File: config.mk
export PLATFORM = sky130hd
export DESIGN_NAME = snake_step_scheduler_flat
export DESIGN_NICKNAME = d
export VERILOG_FILES = /design/src/rtl/snake_step_scheduler_pkg.sv /design/src/rtl/snake_step_scheduler_if.sv /design/src/rtl/snake_step_scheduler_step_timer.sv /design/src/rtl/snake_step_scheduler.sv /design/src/flat_wrapper.sv
export SDC_FILE = /design/constraint.sdc
export NUM_CORES = 1
export LEC_CHECK = 0
export BUFFER_PORTS_ARGS = -buffer_cell sky130_fd_sc_hd__buf_2
export CAP_MARGIN = 25
export CORE_MARGIN = 2
export CORE_UTILIZATION = 50
export DETAILED_ROUTE_END_ITERATION = 16
export PLACE_DENSITY = 0.73
export SYNTH_ARGS = -nofsm -noshare
export SYNTH_HDL_FRONTEND = slang
export SYNTH_SLANG_ARGS = --single-unit
File: constraint.sdc
create_clock -name clk -period 5.6 [get_ports clk]
set_input_delay 1.12 -clock clk [delete_from_list [all_inputs] [get_ports clk]]
set_output_delay 1.12 -clock clk [all_outputs]
set_load 0.05 [all_outputs]
File: src/rtl/snake_step_scheduler_pkg.sv
// Shared definitions for the greedy-snake design: game status encoding,
// scheduler state enum, level/period widths and the speed-curve helper.
package snake_pkg;

   localparam int LEVEL_W  = 4;
   localparam int PERIOD_W = 24;

   localparam logic [LEVEL_W-1:0] LEVEL_MAX = '1;

   localparam logic [1:0] GS_START   = 2'd0;
   localparam logic [1:0] GS_PLAY    = 2'd1;
   localparam logic [1:0] GS_DIE     = 2'd2;
   localparam logic [1:0] GS_RESTART = 2'd3;

   typedef enum logic [2:0] {
      IDLE      = 3'd0,
      WAIT_TICK = 3'd1,
      MOVE      = 3'd2,
      CHECK     = 3'd3,
      DEAD      = 3'd4
   } sched_state_t;

   // The underflow test comes before the floor comparison so a small period never wraps.
   function automatic logic [PERIOD_W-1:0] next_period(
      input logic [PERIOD_W-1:0] cur,
      input logic [PERIOD_W-1:0] dec,
      input logic [PERIOD_W-1:0] floor_val
   );
      if ((cur >= dec) && ((cur - dec) >= floor_val))
         return cur - dec;
      else
         return floor_val;
   endfunction

endpackage

File: src/rtl/snake_step_scheduler_if.sv
// Request/done handshake between the step scheduler and the snake datapath
// (movement, apple and collision logic).
interface snake_step_scheduler_if;
   import snake_pkg::*;

   logic move_req;
   logic move_done;
   logic chk_req;
   logic chk_done;
   logic hit;
   logic grow;

   modport master (
      output move_req,
      output chk_req,
      input  move_done,
      input  chk_done,
      input  hit,
      input  grow
   );

   modport slave (
      input  move_req,
      input  chk_req,
      output move_done,
      output chk_done,
      output hit,
      output grow
   );

endinterface

File: src/rtl/snake_step_scheduler_step_timer.sv
// Loadable tick down-counter with freeze, plus the single-entry pending tick
// and sticky overrun flag for ticks that expire while a step is running.
module step_timer
   import snake_pkg::*;
#(
   parameter int W = PERIOD_W
)(
   input  logic         clk,
   input  logic         rst,
   input  logic         load,
   input  logic         run,
   input  logic         freeze,
   input  logic         in_step,
   input  logic         clr_pending,
   input  logic         clr_overrun,
   input  logic [W-1:0] period,
   output logic         expire,
   output logic         pending,
   output logic         overrun
);

   logic [W-1:0] cnt;
   logic         active;

   // Loading P and expiring on the last count gives exactly P cycles per tick.
   assign active = run && !freeze;
   assign expire = active && (cnt <= W'(1));

   always_ff @(posedge clk or negedge rst) begin
      if (!rst)
         cnt <= '0;
      else if (load || expire)
         cnt <= period;
      else if (active)
         cnt <= cnt - W'(1);
   end

   always_ff @(posedge clk or negedge rst) begin
      if (!rst) begin
         pending <= 1'b0;
         overrun <= 1'b0;
      end else begin
         if (clr_pending)
            pending <= 1'b0;
         else if (expire && in_step)
            pending <= 1'b1;
         if (clr_overrun)
            overrun <= 1'b0;
         else if (expire && in_step)
            overrun <= 1'b1;
      end
   end

endmodule

File: src/rtl/snake_step_scheduler.sv
// Game-step sequencer: tick generation, ordered move/check phases and speed curve.
// Optional macro SNAKE_PAUSE_EN adds a pause input that freezes the tick in WAIT_TICK.
module snake_step_scheduler
   import snake_pkg::*;
#(
   parameter int BASE_PERIOD      = 12_500_000,
   parameter int PERIOD_DEC       = 1_250_000,
   parameter int MIN_PERIOD       = 3_125_000,
   parameter int APPLES_PER_LEVEL = 5
)(
   input  logic               clk,
   input  logic               rst,
   input  logic [1:0]         game_status,
`ifdef SNAKE_PAUSE_EN
   input  logic               pause,
`endif
   snake_step_scheduler_if.master bus,
   output logic               die_pulse,
   output logic               add_cube,
   output logic [LEVEL_W-1:0] level,
   output logic [15:0]        step_cnt,
   output logic               overrun
);

   localparam logic [PERIOD_W-1:0] BASE_P     = PERIOD_W'(BASE_PERIOD);
   localparam logic [PERIOD_W-1:0] DEC_P      = PERIOD_W'(PERIOD_DEC);
   localparam logic [PERIOD_W-1:0] MIN_P      = PERIOD_W'(MIN_PERIOD);
   localparam logic [7:0]          APPLE_LAST = 8'(APPLES_PER_LEVEL - 1);

   sched_state_t        state, state_next;
   logic [PERIOD_W-1:0] period;
   logic [7:0]          apples;

   logic playing;
   logic t_load, t_run, t_freeze, t_in_step, t_clr_pending, t_clr_overrun;
   logic t_expire, t_pending;
   logic start, do_step, do_die, do_restart;

   assign playing = (game_status == GS_PLAY);

`ifdef SNAKE_PAUSE_EN
   assign t_freeze = pause && (state == WAIT_TICK);
`else
   assign t_freeze = 1'b0;
`endif

   assign t_run         = (state == WAIT_TICK) || (state == MOVE) || (state == CHECK);
   assign t_in_step     = (state == MOVE) || (state == CHECK);
   assign bus.move_req  = (state == MOVE);
   assign bus.chk_req   = (state == CHECK);

   step_timer #(.W(PERIOD_W)) u_timer (
      .clk         (clk),
      .rst         (rst),
      .load        (t_load),
      .run         (t_run),
      .freeze      (t_freeze),
      .in_step     (t_in_step),
      .clr_pending (t_clr_pending),
      .clr_overrun (t_clr_overrun),
      .period      (period),
      .expire      (t_expire),
      .pending     (t_pending),
      .overrun     (overrun)
   );

   always_ff @(posedge clk or negedge rst) begin
      if (!rst)
         state <= IDLE;
      else
         state <= state_next;
   end

   // Leaving PLAY mid-step aborts straight to IDLE without pulses.
   always_comb begin
      state_next    = state;
      t_load        = 1'b0;
      t_clr_pending = 1'b0;
      t_clr_overrun = 1'b0;
      start         = 1'b0;
      do_step       = 1'b0;
      do_die        = 1'b0;
      do_restart    = 1'b0;
      case (state)
         IDLE: begin
            if (playing) begin
               state_next    = WAIT_TICK;
               t_load        = 1'b1;
               t_clr_pending = 1'b1;
               t_clr_overrun = 1'b1;
               start         = 1'b1;
            end
         end
         WAIT_TICK: begin
            if (!playing)
               state_next = IDLE;
            else if (!t_freeze && (t_expire || t_pending)) begin
               state_next    = MOVE;
               t_load        = 1'b1;
               t_clr_pending = 1'b1;
            end
         end
         MOVE: begin
            if (!playing)
               state_next = IDLE;
            else if (bus.move_done)
               state_next = CHECK;
         end
         CHECK: begin
            if (!playing)
               state_next = IDLE;
            else if (bus.chk_done) begin
               if (bus.hit) begin
                  state_next = DEAD;
                  do_die     = 1'b1;
               end else begin
                  state_next = WAIT_TICK;
                  do_step    = 1'b1;
               end
            end
         end
         DEAD: begin
            if ((game_status == GS_RESTART) || (game_status == GS_START)) begin
               state_next = IDLE;
               do_restart = 1'b1;
            end
         end
         default: state_next = IDLE;
      endcase
   end

   // Speed curve: every APPLES_PER_LEVEL apples bump the level and shorten the period.
   always_ff @(posedge clk or negedge rst) begin
      if (!rst) begin
         period    <= BASE_P;
         level     <= '0;
         apples    <= '0;
         step_cnt  <= '0;
         die_pulse <= 1'b0;
         add_cube  <= 1'b0;
      end else begin
         die_pulse <= do_die;
         add_cube  <= 1'b0;
         if (start) begin
            step_cnt <= '0;
            apples   <= '0;
         end
         if (do_restart) begin
            level  <= '0;
            period <= BASE_P;
         end
         if (do_step) begin
            step_cnt <= step_cnt + 16'd1;
            if (bus.grow) begin
               add_cube <= 1'b1;
               if (apples == APPLE_LAST) begin
                  apples <= '0;
                  if (level != LEVEL_MAX)
                     level <= level + LEVEL_W'(1);
                  period <= next_period(period, DEC_P, MIN_P);
               end else begin
                  apples <= apples + 8'd1;
               end
            end
         end
      end
   end

endmodule
File: src/flat_wrapper.sv
// flat-port wrapper written by rule: the top's interface ports become plain ports
module snake_step_scheduler_flat import snake_pkg::*;
#(
   parameter int BASE_PERIOD      = 12_500_000,
   parameter int PERIOD_DEC       = 1_250_000,
   parameter int MIN_PERIOD       = 3_125_000,
   parameter int APPLES_PER_LEVEL = 5
)
  (clk, rst, game_status, die_pulse, add_cube, level, step_cnt, overrun, bus_move_req, bus_chk_req, bus_move_done, bus_chk_done, bus_hit, bus_grow);
  snake_step_scheduler_if bus_i ();
  input  logic clk;
  input  logic rst;
  input  logic [1:0] game_status;
  output logic die_pulse;
  output logic add_cube;
  output logic [LEVEL_W-1:0] level;
  output logic [15:0] step_cnt;
  output logic overrun;
  output wire logic [$bits(bus_i.move_req)-1:0] bus_move_req;
  output wire logic [$bits(bus_i.chk_req)-1:0] bus_chk_req;
  input wire logic [$bits(bus_i.move_done)-1:0] bus_move_done;
  input wire logic [$bits(bus_i.chk_done)-1:0] bus_chk_done;
  input wire logic [$bits(bus_i.hit)-1:0] bus_hit;
  input wire logic [$bits(bus_i.grow)-1:0] bus_grow;
  assign bus_move_req = bus_i.move_req;
  assign bus_chk_req = bus_i.chk_req;
  assign bus_i.move_done = bus_move_done;
  assign bus_i.chk_done = bus_chk_done;
  assign bus_i.hit = bus_hit;
  assign bus_i.grow = bus_grow;
  snake_step_scheduler #(.BASE_PERIOD(BASE_PERIOD), .PERIOD_DEC(PERIOD_DEC), .MIN_PERIOD(MIN_PERIOD), .APPLES_PER_LEVEL(APPLES_PER_LEVEL)) u_core (.clk(clk), .rst(rst), .game_status(game_status), .bus(bus_i), .die_pulse(die_pulse), .add_cube(add_cube), .level(level), .step_cnt(step_cnt), .overrun(overrun));
endmodule
==> impl_results.md <==
* Max-slew violation count at 0
* FILL cells at 873
* Die area at 11100 um^2
* Setup violators final at 0
* Reg clk slew, reported paths at 90 ps
* Max-cap viol count at 0
* Sequential share of the synthesized area at 40.7%
* Nets at 623
* Largest net degree at the start of global routing at 84
* # resized after CTS at 0
* DP Area at 5320 um^2
* DRC at 0
* Detail Placement HPWL at 8510 um
* First-pass GRT wire length at 20000 um
* Synthesis-to-layout area growth at 8.04%
* Critical path's largest stage delay at 620 ps
* Mapped Cells at 591
* Post-CTS Setup Repair Bufs at 0
* H-tree depth at 3
* Routed WL at 12000 um
* I/O Buffers at 32
* PD cells at 338 nW/um^2
* Worst setup margin at 1800 ps
* Avg WL per Cell at 16.2 um
* Final instance area at 5550 um^2
* CTS Hold Buffers Added at 0
* Cell Chain, Critical Path: buf_2 > inv_1 > ha_1 > nand2b_1 > nor4b_4 > nand2_1 > nor2_1 > nand2_1 > o311ai_1 > o21a_1
* Detail Route Antenna Nets at 0
* Critical path's slowest cell: nand2_1
* CTS buffer count at 9
* Reg area at 2090 um^2
* Setup CP Type: in2reg
* CP endpoint kind: register
* Syn Nets at 608
* Die width at 105 um
* Clock Skew at 13.9 ps
* Cell taking the most area after synthesis: dfrtp_1
* Most frequent cells after synthesis: 71 x dfrtp_1, 62 x nor2_1, 60 x nand2_1
* Tightest Pin Transition at 827 ps
* Yosys warnings at 0
* Cells taking the most area after synthesis: dfrtp_1 35%, dfstp_2 6.1%, o21ai_0 4.8%
* Area of the mapped netlist at 5130 um^2
* FP Rows at 36
* Clock Sinks at 83
* Status: completed
* First drt pass iteration count at 5
* Required @ worst endpoint at 5910 ps
* Initial core utilization at 52.1%
* Leak at 2.36 nW
* Root Buffer Master: clkbuf_8
* Multi-input logic area at 2820 um^2
* Top-count cell post-synth: dfrtp_1
* Initial antenna violation count at 0
* Most frequent CP cell: nand2_1
* Via count at 4463
* Synth Flop Type: dfrtp_1
* Number of vias per cell at 6.00
* Total congestion overflow at 0
* Clock buffer depth at 2
* Number of inserted diodes at 0
* Max Clock Freq at 263 MHz
* Initial DRC Count at 298
* Mean Syn Cell Area at 8.69 um^2
* Overall global routing resource usage at 22.2%
* Cell variety after synth at 74
* Post-synth EDFFs at 0
* Yosys reg bits at 83
* Routability congestion estimate from global placement at 0.873
* IO Pins at 33
* Crit path launch type: input pin
* Vias in the first global route at 4160
* Chip Height at 105 um
* Area of the core at 9860 um^2
* Dpl ws at 1460 ps
* Period minus WS final at 3800 ps
* IR drop worst, VDD at 0.000158 V
* Clock latency on the worst-skew pair at 370 ps
* Crit-path max FO at 22
* Fin crit share at 67.8%
* Rel. slew slack at 44.4%
* Power Total at 1.88 mW
* Endpoints failing hold at 0
* CTS tree: built
* Synth top area share at 34.6%
* Worst hold path type: reg2reg
* CP arrival at 4110 ps
* Setup TNS at 0 ps
* Share of cells above drive strength 1 at 13.1%
* RSZ-0062 raised after global routing: false
* Async S/R FF share, synth at 100%
-- worst max-delay path, delay by kind of cell --
| family | cells | cell delay [ps] |
|---|---|---|
| AOI/OAI and AO/OA | 2 | 680 |
| adders and majority gates | 1 | 210 |
| and+or+nand+nor | 5 | 1970 |
| buffers and inverters | 2 | 140 |
-- where the power goes --
group / internal, mW / total, mW / switching [mW]
clock network: 0.175 / 0.406 / 0.230
registers: 0.722 / 0.877 / 0.155
logic: 0.246 / 0.594 / 0.347
total: 1.14 / 1.88 / 0.733
-- state kept, by name, summed over array words and instances, names as in the netlist, 3 cells and up --
name,cells
u_core.apples,8
u_core.level,4
u_core.period,24
u_core.state,3
u_core.step_cnt,16
u_core.u_timer.cnt,24
-- per-stage QoR --
step	hold slack, ps	cells	utilization (%)
final	501	744	56.2
after global routing	535	744	56.2
after CTS	505	742	55.8
after detailed placement	490	726	54.0
after global placement	478	726	54.0
after floorplan	464	591	-
-- worst paths after layout --
path,start,end,slack [ps],cells past startpoint
max,game_status[1],u_core.period[6]$_DFF_PN0_,1800,10
min,u_core.step_cnt[14]$_DFFE_PN0P_,u_core.step_cnt[14]$_DFFE_PN0P_,500,1
max reg2reg,u_core.period[5]$_DFF_PN1_,u_core.period[12]$_DFF_PN1_,1940,10
min reg2reg,u_core.step_cnt[14]$_DFFE_PN0P_,u_core.step_cnt[14]$_DFFE_PN0P_,500,1
max in group asynchronous,rst,u_core.period[18]$_DFF_PN1_,4340,2
min in group asynchronous,rst,u_core.step_cnt[10]$_DFFE_PN0P_,620,1
-- cell type report --
| cell class | instances | share of cell area [%] |
|---|---|---|
| Tap cell | 133 | 3.00 |
| Sequential cell | 83 | 37.7 |
| Multi-Input combinational cell | 455 | 50.8 |
| Timing Repair Buffer | 34 | 3.79 |
| Clock inverter | 5 | 0.631 |
| Clock buffer | 11 | 2.55 |
| Inverter | 23 | 1.56 |
-- cell usage in the layout, fill, tap and decap left out, drive strengths merged, types with 9 or more instances in the layout --
cell and instances:
a21oi 34, buf 34, clkbuf 11, dfrtp 71, dfstp 12, ha 9
inv 24, nand2 60, nand3 26, nand4 9, nor2 62, nor3 19
nor4 14, o21ai 55, o31ai 16, xnor2 21
-- per-layer routing --
layer / GRT usage, % / wire length [um] / vias to the layer above
met5: 0 / 0 / -
li1: - / - / 2181
met2: 33.9 / 5530 / 102
met4: 8.38 / 169 / 0
met3: 4.33 / 474 / 12
met1: 31.2 / 5840 / 2168
-- cell families after synthesis --
kind of cell	Yosys count	synth area share (%)
xor+xnor	29	4.95
mux	8	1.58
compound gates	168	21.6
flops	83	40.7
buf+inv	53	4.63
simple gates	241	24.3
fa+ha+maj	9	2.19
No activity file was read; power rests on OpenSTA's default activity.
